**src/rtl/gc_pkg.sv**
```systemverilog
// Shared types for the graph-colouring generator and checkers.
// Colour bus layout: vertex i occupies bits [i*COLOR_W +: COLOR_W].
package gc_pkg;
    localparam int GC_N_VERT  = 6;
    localparam int GC_COLOR_W = 2;

    typedef logic [GC_COLOR_W-1:0] color_t;

    typedef enum logic [1:0] {IDLE, CHECK, NEXT, DONE} state_t;

    function automatic logic [GC_N_VERT*GC_COLOR_W-1:0] pack_colors(input color_t c [GC_N_VERT]);
        logic [GC_N_VERT*GC_COLOR_W-1:0] p;
        p = '0;
        for (int i = 0; i < GC_N_VERT; i++) p[i*GC_COLOR_W +: GC_COLOR_W] = c[i];
        return p;
    endfunction
endpackage

```
**src/rtl/gc_conflict_check.sv**
```systemverilog
// Combinational check: does vertex v share a colour with any lower-numbered neighbour?
module gc_conflict_check #(
    parameter int N_VERT  = 6,
    parameter int COLOR_W = 2,
    parameter int VW      = $clog2(N_VERT)
) (
    input  logic [VW-1:0]              v,
    input  logic [N_VERT*COLOR_W-1:0]  coloring,
    input  logic [N_VERT*N_VERT-1:0]   adj,
    output logic                       conflict
);
    logic [COLOR_W-1:0] cv;
    logic [N_VERT-1:0]  hit;

    assign cv = coloring[int'(v)*COLOR_W +: COLOR_W];

    // Only the strictly-lower triangle of row v counts; self-loops and u>v are ignored.
    for (genvar u = 0; u < N_VERT; u++) begin : g_u
        assign hit[u] = (u < int'(v)) && adj[int'(v)*N_VERT + u] &&
                        (coloring[u*COLOR_W +: COLOR_W] == cv);
    end

    assign conflict = |hit;
endmodule

```
**src/rtl/graph_coloring_solver.sv**
```systemverilog
// Depth-first backtracking colour search over a latched adjacency matrix;
// returns the first proper colouring in vertex order, or found=0.
module graph_coloring_solver
    import gc_pkg::*;
#(
    parameter int N_VERT  = GC_N_VERT,
    parameter int COLOR_W = GC_COLOR_W,
    parameter int STEP_W  = 16
) (
    input  logic                      clk,
    input  logic                      rst,
    input  logic                      start,
    output logic                      busy,
    input  logic [N_VERT*N_VERT-1:0]  adj,
    input  logic [COLOR_W:0]          num_colors,
    output logic                      res_valid,
    input  logic                      res_ready,
    output logic                      found,
    output logic [N_VERT*COLOR_W-1:0] coloring,
    output logic [STEP_W-1:0]         steps
);
    localparam int VW = $clog2(N_VERT);
    localparam logic [VW-1:0] V_LAST = VW'(N_VERT-1);

    state_t                          state, nxt;
    logic [VW-1:0]                   v;
    logic [N_VERT-1:0][COLOR_W-1:0]  col;
    logic [N_VERT*N_VERT-1:0]        adj_q;
    logic [COLOR_W:0]                nc_q;
    logic [COLOR_W-1:0]              cur;
    logic                            conflict, accept, can_inc;

    assign accept   = (state == IDLE) && start && !res_valid;
    assign cur      = col[v];
    // One extra bit so a full budget of 2^COLOR_W colours is representable.
    assign can_inc  = ({1'b0, cur} < (nc_q - 1'b1));
    assign coloring = col;

    gc_conflict_check #(.N_VERT(N_VERT), .COLOR_W(COLOR_W), .VW(VW)) u_chk (
        .v       (v),
        .coloring(col),
        .adj     (adj_q),
        .conflict(conflict)
    );

    always_ff @(posedge clk or posedge rst) begin
        if (rst) state <= IDLE;
        else     state <= nxt;
    end

    always_comb begin
        nxt = state;
        case (state)
            IDLE:  if (accept) nxt = (num_colors == '0) ? DONE : CHECK;
            CHECK: if (conflict) nxt = NEXT;
                   else if (v == V_LAST) nxt = DONE;
            NEXT:  if (can_inc) nxt = CHECK;
                   else if (v == '0) nxt = DONE;
            DONE:  if (res_ready) nxt = IDLE;
            default: nxt = IDLE;
        endcase
    end

    always_ff @(posedge clk or posedge rst) begin
        if (rst) begin
            busy      <= 1'b0;
            res_valid <= 1'b0;
            found     <= 1'b0;
            col       <= '0;
            steps     <= '0;
            adj_q     <= '0;
            nc_q      <= '0;
            v         <= '0;
        end else begin
            case (state)
                IDLE: if (accept) begin
                    adj_q     <= adj;
                    nc_q      <= num_colors;
                    col       <= '0;
                    steps     <= '0;
                    v         <= '0;
                    found     <= 1'b0;
                    busy      <= 1'b1;
                    res_valid <= (num_colors == '0);
                end
                CHECK: begin
                    if (steps != '1) steps <= steps + 1'b1;
                    if (!conflict) begin
                        if (v == V_LAST) begin
                            found     <= 1'b1;
                            res_valid <= 1'b1;
                        end else begin
                            v              <= v + 1'b1;
                            col[v + 1'b1]  <= '0;
                        end
                    end
                end
                NEXT: begin
                    if (can_inc) begin
                        col[v] <= cur + 1'b1;
                    end else if (v != '0) begin
                        col[v] <= '0;
                        v      <= v - 1'b1;
                    end else begin
                        // Search space exhausted: publish an all-zero colouring.
                        col       <= '0;
                        found     <= 1'b0;
                        res_valid <= 1'b1;
                    end
                end
                DONE: if (res_ready) begin
                    res_valid <= 1'b0;
                    busy      <= 1'b0;
                end
                default: ;
            endcase
        end
    end
endmodule
```
**config.mk**
```make
export PLATFORM = sky130hd
export DESIGN_NAME = graph_coloring_solver
export DESIGN_NICKNAME = d
export VERILOG_FILES = /design/src/rtl/gc_pkg.sv /design/src/rtl/gc_conflict_check.sv /design/src/rtl/graph_coloring_solver.sv
export SDC_FILE = /design/constraint.sdc
export NUM_CORES = 1
export LEC_CHECK = 0
export ABC_AREA = 1
export CORE_MARGIN = 3
export CORE_UTILIZATION = 25
export CTS_CLUSTER_DIAMETER = 30
export DETAILED_ROUTE_END_ITERATION = 6
export SYNTH_ARGS = -nofsm -noshare
export SYNTH_HDL_FRONTEND = slang
export SYNTH_SLANG_ARGS = --single-unit
```
**constraint.sdc**
```tcl
create_clock -name clk -period 4.1 [get_ports clk]
set_clock_uncertainty 0.1 [all_clocks]
set_input_delay 0.615 -clock clk [delete_from_list [all_inputs] [get_ports clk]]
set_output_delay 0.615 -clock clk [all_outputs]
set_load 0.005 [all_outputs]
```
======== After elaboration in Yosys (flattened, before gate mapping) ========
Cells that the tools add are included.
word-level totals
  flip-flop bits (word level) ............. 75
  word-level logic and storage cells ...... 163
operators by class
  reduce and logical (&&, ||, !) cells .... 33
  shift-type cells ........................ 1
  multipliers ............................. 1
  add/sub/neg operators ................... 10
  equal/unequal tests ..................... 22
  $lt $le $gt $ge ......................... 17
  mux-type cells .......................... 61
  bitwise logic cells ..................... 4
operators by type and width
  cell                   count
  $lt 32x8->1 const B    6
  $add 32x3->32 const B  2
  $add 32x4->32 const B  2
  $mux 12                5
  $pmux 12 s3            1
  $add 32x2->32 const B  1
  $mux 16                2
  $pmux 16 s2            1
  $bmux 1 s6             5
  $and 12x12->12         2
  $not 12->12            2
  $mux 1                 22
  $mux 2                 10
  $ne 2x2->1 const B     9
  $reduce_and 6->1       3
  $add 16x1->16 const B  1
  $logic_and 1x1->1      16
  $ne 16x16->1 const B   1
  $mux 3                 5
  $bwmux 12              1
  $demux 2 s3            2
  $eq 2x2->1             6
  $shiftx 12x5->2        1
  $pmux 3 s3             1
  other kinds (29)       42

======== Longest topological paths before layout ========
Gate-level depths: netlist of the first run.
  word-level depth ........................ 10
  gate-level depth with buffers ........... 22

======== Hierarchy ========
From an unflattened synthesis of the first run, not the netlist that was laid out.
unflattened totals
  cell total of the unflattened synthesis .. 923
  area total of the unflattened synthesis .. 6022.0 um2
by module, submodules not included
  module                 instances  area an instance (um2)  cells an instance
  graph_coloring_solver  1          4254.1                  524
  gc_conflict_check      1          1767.9                  399

======== Least setup slack after synthesis of the first run ========
OpenSTA, ideal clock, no wires.
  kind .................................... register to register
  start ................................... register v[1]
  end ..................................... register col (netlist bit coloring[11])
  cell stages (with the launch flop) ...... 19
  buffers on the path ..................... 1
  path slack .............................. 1.007 ns
  arrival ................................. 2.875 ns
  required time ........................... 3.882 ns
  path through ............................ dfrtp_1 ha_1 fa_1 ha_1 nor2_1 nand3_1 nand2_1 nor2_1 nand2_1 nand3_1 nand2_1 nor2_1 nor2_1 nand3_2 nand2_4 nand3_4 buf_6 nand2_1 nand2_1
between the ends
  longest elaborated chain between the ends .. 10
  elaborated cells on any way between the ends .. 80
RTL lines
  element                                                      line                                                  RTL
  from (decl)                                                  graph_coloring_solver.sv:26                           logic [VW-1:0] v;
  from (signal assigned)                                       graph_coloring_solver.sv:93                           v <= v + 1'b1;
  from (signal assigned)                                       graph_coloring_solver.sv:103                          v <= v - 1'b1;
  $mul 3x2->5 or $add 3x1->3 (tied branches)                   gc_conflict_check.sv:19, graph_coloring_solver.sv:94
  $add 32x2->32 (tied with other cells)                        gc_conflict_check.sv:19                               assign hit[u] = (u < int'(v)) && adj[int'(v)*N_VERT + u] &&
  $bmux 1 s6 or $logic_and 1x1->1 (tied branches)              gc_conflict_check.sv:19, graph_coloring_solver.sv:94
  $mux 1 (implied by the code) or $mux 2 (tied branches)       gc_conflict_check.sv:19, graph_coloring_solver.sv:94
  $mux 1 (implied by the code) or $demux 2 s3 (tied branches)  gc_conflict_check.sv:19, graph_coloring_solver.sv:94
  $logic_and 1x1->1 or $not 12->12 (tied branches)             -
  $logic_and 1x1->1 or $and 12x12->12 (tied branches)          -
  $reduce_or 6->1 or $mux 12 (tied branches)                   gc_conflict_check.sv:23, graph_coloring_solver.sv:89
  $ne 2x2->1 (no line) or $mux 12 (tied branches)              -
  $reduce_and 4->1 (no line) or $pmux 12 s3 (tied branches)    -
  to (signal, indexed assignment)                              graph_coloring_solver.sv:100                          col[v] <= cur + 1'b1;
  to (decl)                                                    graph_coloring_solver.sv:27                           logic [N_VERT-1:0][COLOR_W-1:0] col;
Several ways; a longest one is shown, not always the timed one. The select of a mux whose other input is x is not followed.
A chain may end at the register's enable or synchronous reset.

======== Worst setup path after layout of the first run ========
  start ................................... register v[1]
  end ..................................... register col (netlist bit coloring[5])
The elaborated chain is that of the path after synthesis.

==> metrics.cfg, run 1 <==
[logic_synthesis]
ys_warn_count=0
synth_edf_count=0
ys_top_cells_by_count=nand2_1, nand3_1, inv_1
synth.area.top_cells=dfrtp_1, nand2_1, nand3_1
synth_top_area_share_pct=32.8
post-synth-top-count-cell=nand2_1
ys.flop_type=dfrtp_1
postSynth.asyncResetShare_pct=100
avgSynthCellArea_um2=6.29
ys_ff_latch=75
syn_area_um2=5730
synth_nets=975
syn_inst=911
yosysTopAreaCell=dfrtp_1
yosysSeqAreaShare_pct=32.8
synth_cell_types=37

[worst_setup_path]
critPathLaunchType=flop
cp_data_required_time_ns=4.23
crit_type=flop to flop
crit_arrival_ns=3.80
critPathMaxFanout=19
end_kind=flop

[route]
routed-via-count=5965
post-route-drc-count=0
avgRoutedWirePerCell_um=13.9
firstDrtPassIters=5
ant_nets=0
drt_iter0_drc=399
routed_wl_um=17500
viasPerCell=4.75

[finish]
layout-area-overhead-vs-synth_pct=22.4
drive_above_1_share_pct=4.20
nFillCells=2460
diodes=0
nNetsFinal=1035

[timing]
min_period_ns=3.67
tns_ns=0
hold_viol_final=0
fmax_mhz=273
period_share_pct=89.4
setup_viol=0
tightest_slew_ns=0.644
final_max_slew_viol_count=0
rsz0062_at_grt=false
maxSlewHeadroom_pct=57.0

[grt]
grt_pass1_wl_um=29000
antenna_found_initial=0
overflow=0
grt_use_total_pct=14.5
grt_max_degree=65
grt_pass1_vias=5862

[floorplanning]
dieHeight_um=157
initial_utilization_pct=25.9
fp.coreArea_um2=22200
pin_count=74
die_area_um2=24800
fp-row-count=54
dieWidth_um=157

[clock_network]
cts_buffer_depth=2
cts_made_buffers=9
postCtsResizedCells=0
clk_latency_ns=0.35
cts-root-buf=clkbuf_16
numClockSinks=75
cts_setup_buffers=0
cts_max_level=3
hold_buffers=0
cts_tree=yes
clk_transition_reported_paths_ns=0.06

[placed_design]
gp_congestion=0.930
dp_hpwl_um=13500
portBuffers=73

[power_and_ir_drop]
p_per_area_nw_per_um2=698
power.leakage_nw=3.37
vdd_drop_max_uv=280
total_power_mw=4.90

[hold_path]
hold_class=flop to flop

[run_status]
outcome=completed

[job]
cap_violations=0

## final cells by class
cell class / count / area [µm²] / share of cell area [%]
Tap cell: 280 / 350 / 4.99
Timing Repair Buffer: 81 / 791 / 11.3
Multi-Input combinational cell: 701 / 3280 / 46.8
Inverter: 103 / 387 / 5.51
Clock inverter: 7 / 100 / 1.43
Clock buffer: 9 / 225 / 3.21
Sequential cell: 75 / 1880 / 26.8
## sequential cells by signal (all words and copies together), names as in the netlist
signal and flops:
found 1, adj_q 36, state 2, busy 1, res_valid 1, steps 16, nc_q 3, coloring 12
v 3
## per-stage QoR
| step | utilization (%) | std cells | cell area [µm²] | hold WS, ns | worst slack [ns] |
|---|---|---|---|---|---|
| floorplan | - | 911 | 5730 | 0.358 | 1.01 |
| global placement | 30.2 | 1240 | 6690 | 0.365 | 0.559 |
| detailed placement | 30.2 | 1240 | 6690 | 0.366 | 0.478 |
| CTS | 31.7 | 1256 | 7010 | 0.382 | 0.465 |
| global route | 31.7 | 1256 | 7010 | 0.405 | 0.0410 |
| finish | 31.7 | 1256 | 7010 | 0.375 | 0.434 |
## cells in the final DEF (no fill, tap or decap), types with 2 or more instances in the layout
master           count
nand2_1            350
nand3_1            104
inv_1               96
dfrtp_1             74
clkdlybuf4s50_1     73
o21ai_0             68
nor2_1              59
a21oi_1             38
ha_1                20
nand4_1             18
nor3_1              11
clkbuf_16            9
buf_4                8
inv_2                4
o211ai_1             4
clkinv_1             3
nor2_2               3
nand2_4              2
nand2_2              2
nand3b_1             2
xnor2_1              2
o21bai_1             2
a221oi_1             2
a211oi_1             2
inv_6                2
clkinv_4             2
bufinv_16            2
## per-layer routing
metal | vias to the layer above | wire length [µm] | GRT usage (%)
met5 | - | 0 | 0
met4 | 0 | 468 | 6.28
met3 | 35 | 930 | 2.56
met2 | 149 | 7750 | 22.5
met1 | 2733 | 8330 | 19.8
li1 | 3048 | - | -
## report_power, final
group / internal, mW / total, mW / switching, mW / leakage (nW)
clock: 0.538 / 0.870 / 0.332 / 0.160
combinational: 0.898 / 2.87 / 1.97 / 2.24
sequential: 0.977 / 1.16 / 0.180 / 0.972
## cells by family after synthesis
kind of cell,Yosys count,share of synthesized area [%]
AND/OR/NAND/NOR,558,41.1
buffers and inverters,135,10.0
AO/OA/AOI/OAI,119,11.0
flip-flops,75,32.8
adder cells (fa/ha/maj),21,4.72
XOR/XNOR,3,0.459
## worst max-delay path, cell delays in order (launching register included)
cell,delay [ns]
dfrtp_1,0.54
ha_1,0.30
fa_1,0.56
ha_1,0.46
nor2_1,0.28
nand3_1,0.11
o21ai_0,0.09
nor2_1,0.05
nand2_1,0.06
nand3_1,0.06
nand2_1,0.07
nor2_1,0.04
nor2_1,0.13
nand3_2,0.16
nand2_4,0.22
nand3_4,0.18
nand2_1,0.10
nand2_1,0.06
## worst paths after layout
path                               end  start  cells after the start  slack (ns)
max in group asynchronous         v[0]    rst                      3        2.55
hold / removal                   found  found                      2        0.38
setup reg to reg           coloring[5]   v[1]                     17        0.43
min in group asynchronous    adj_q[15]    rst                      2        0.58
hold reg to reg                  found  found                      2        0.38
setup / recovery           coloring[5]   v[1]                     17        0.43
No activity file was read; power rests on OpenSTA's default activity.
==> inputs of run 2 (changes only) <==
--- a/config.mk
+++ b/config.mk
@@ -6,6 +6,7 @@
 export NUM_CORES = 1
 export LEC_CHECK = 0
 export ABC_AREA = 1
+export CAP_MARGIN = 20
 export CORE_MARGIN = 3
 export CORE_UTILIZATION = 25
 export CTS_CLUSTER_DIAMETER = 30
==> results of run 2 <==
No change in the layout: final DEF, timing and power equal those of run 1.
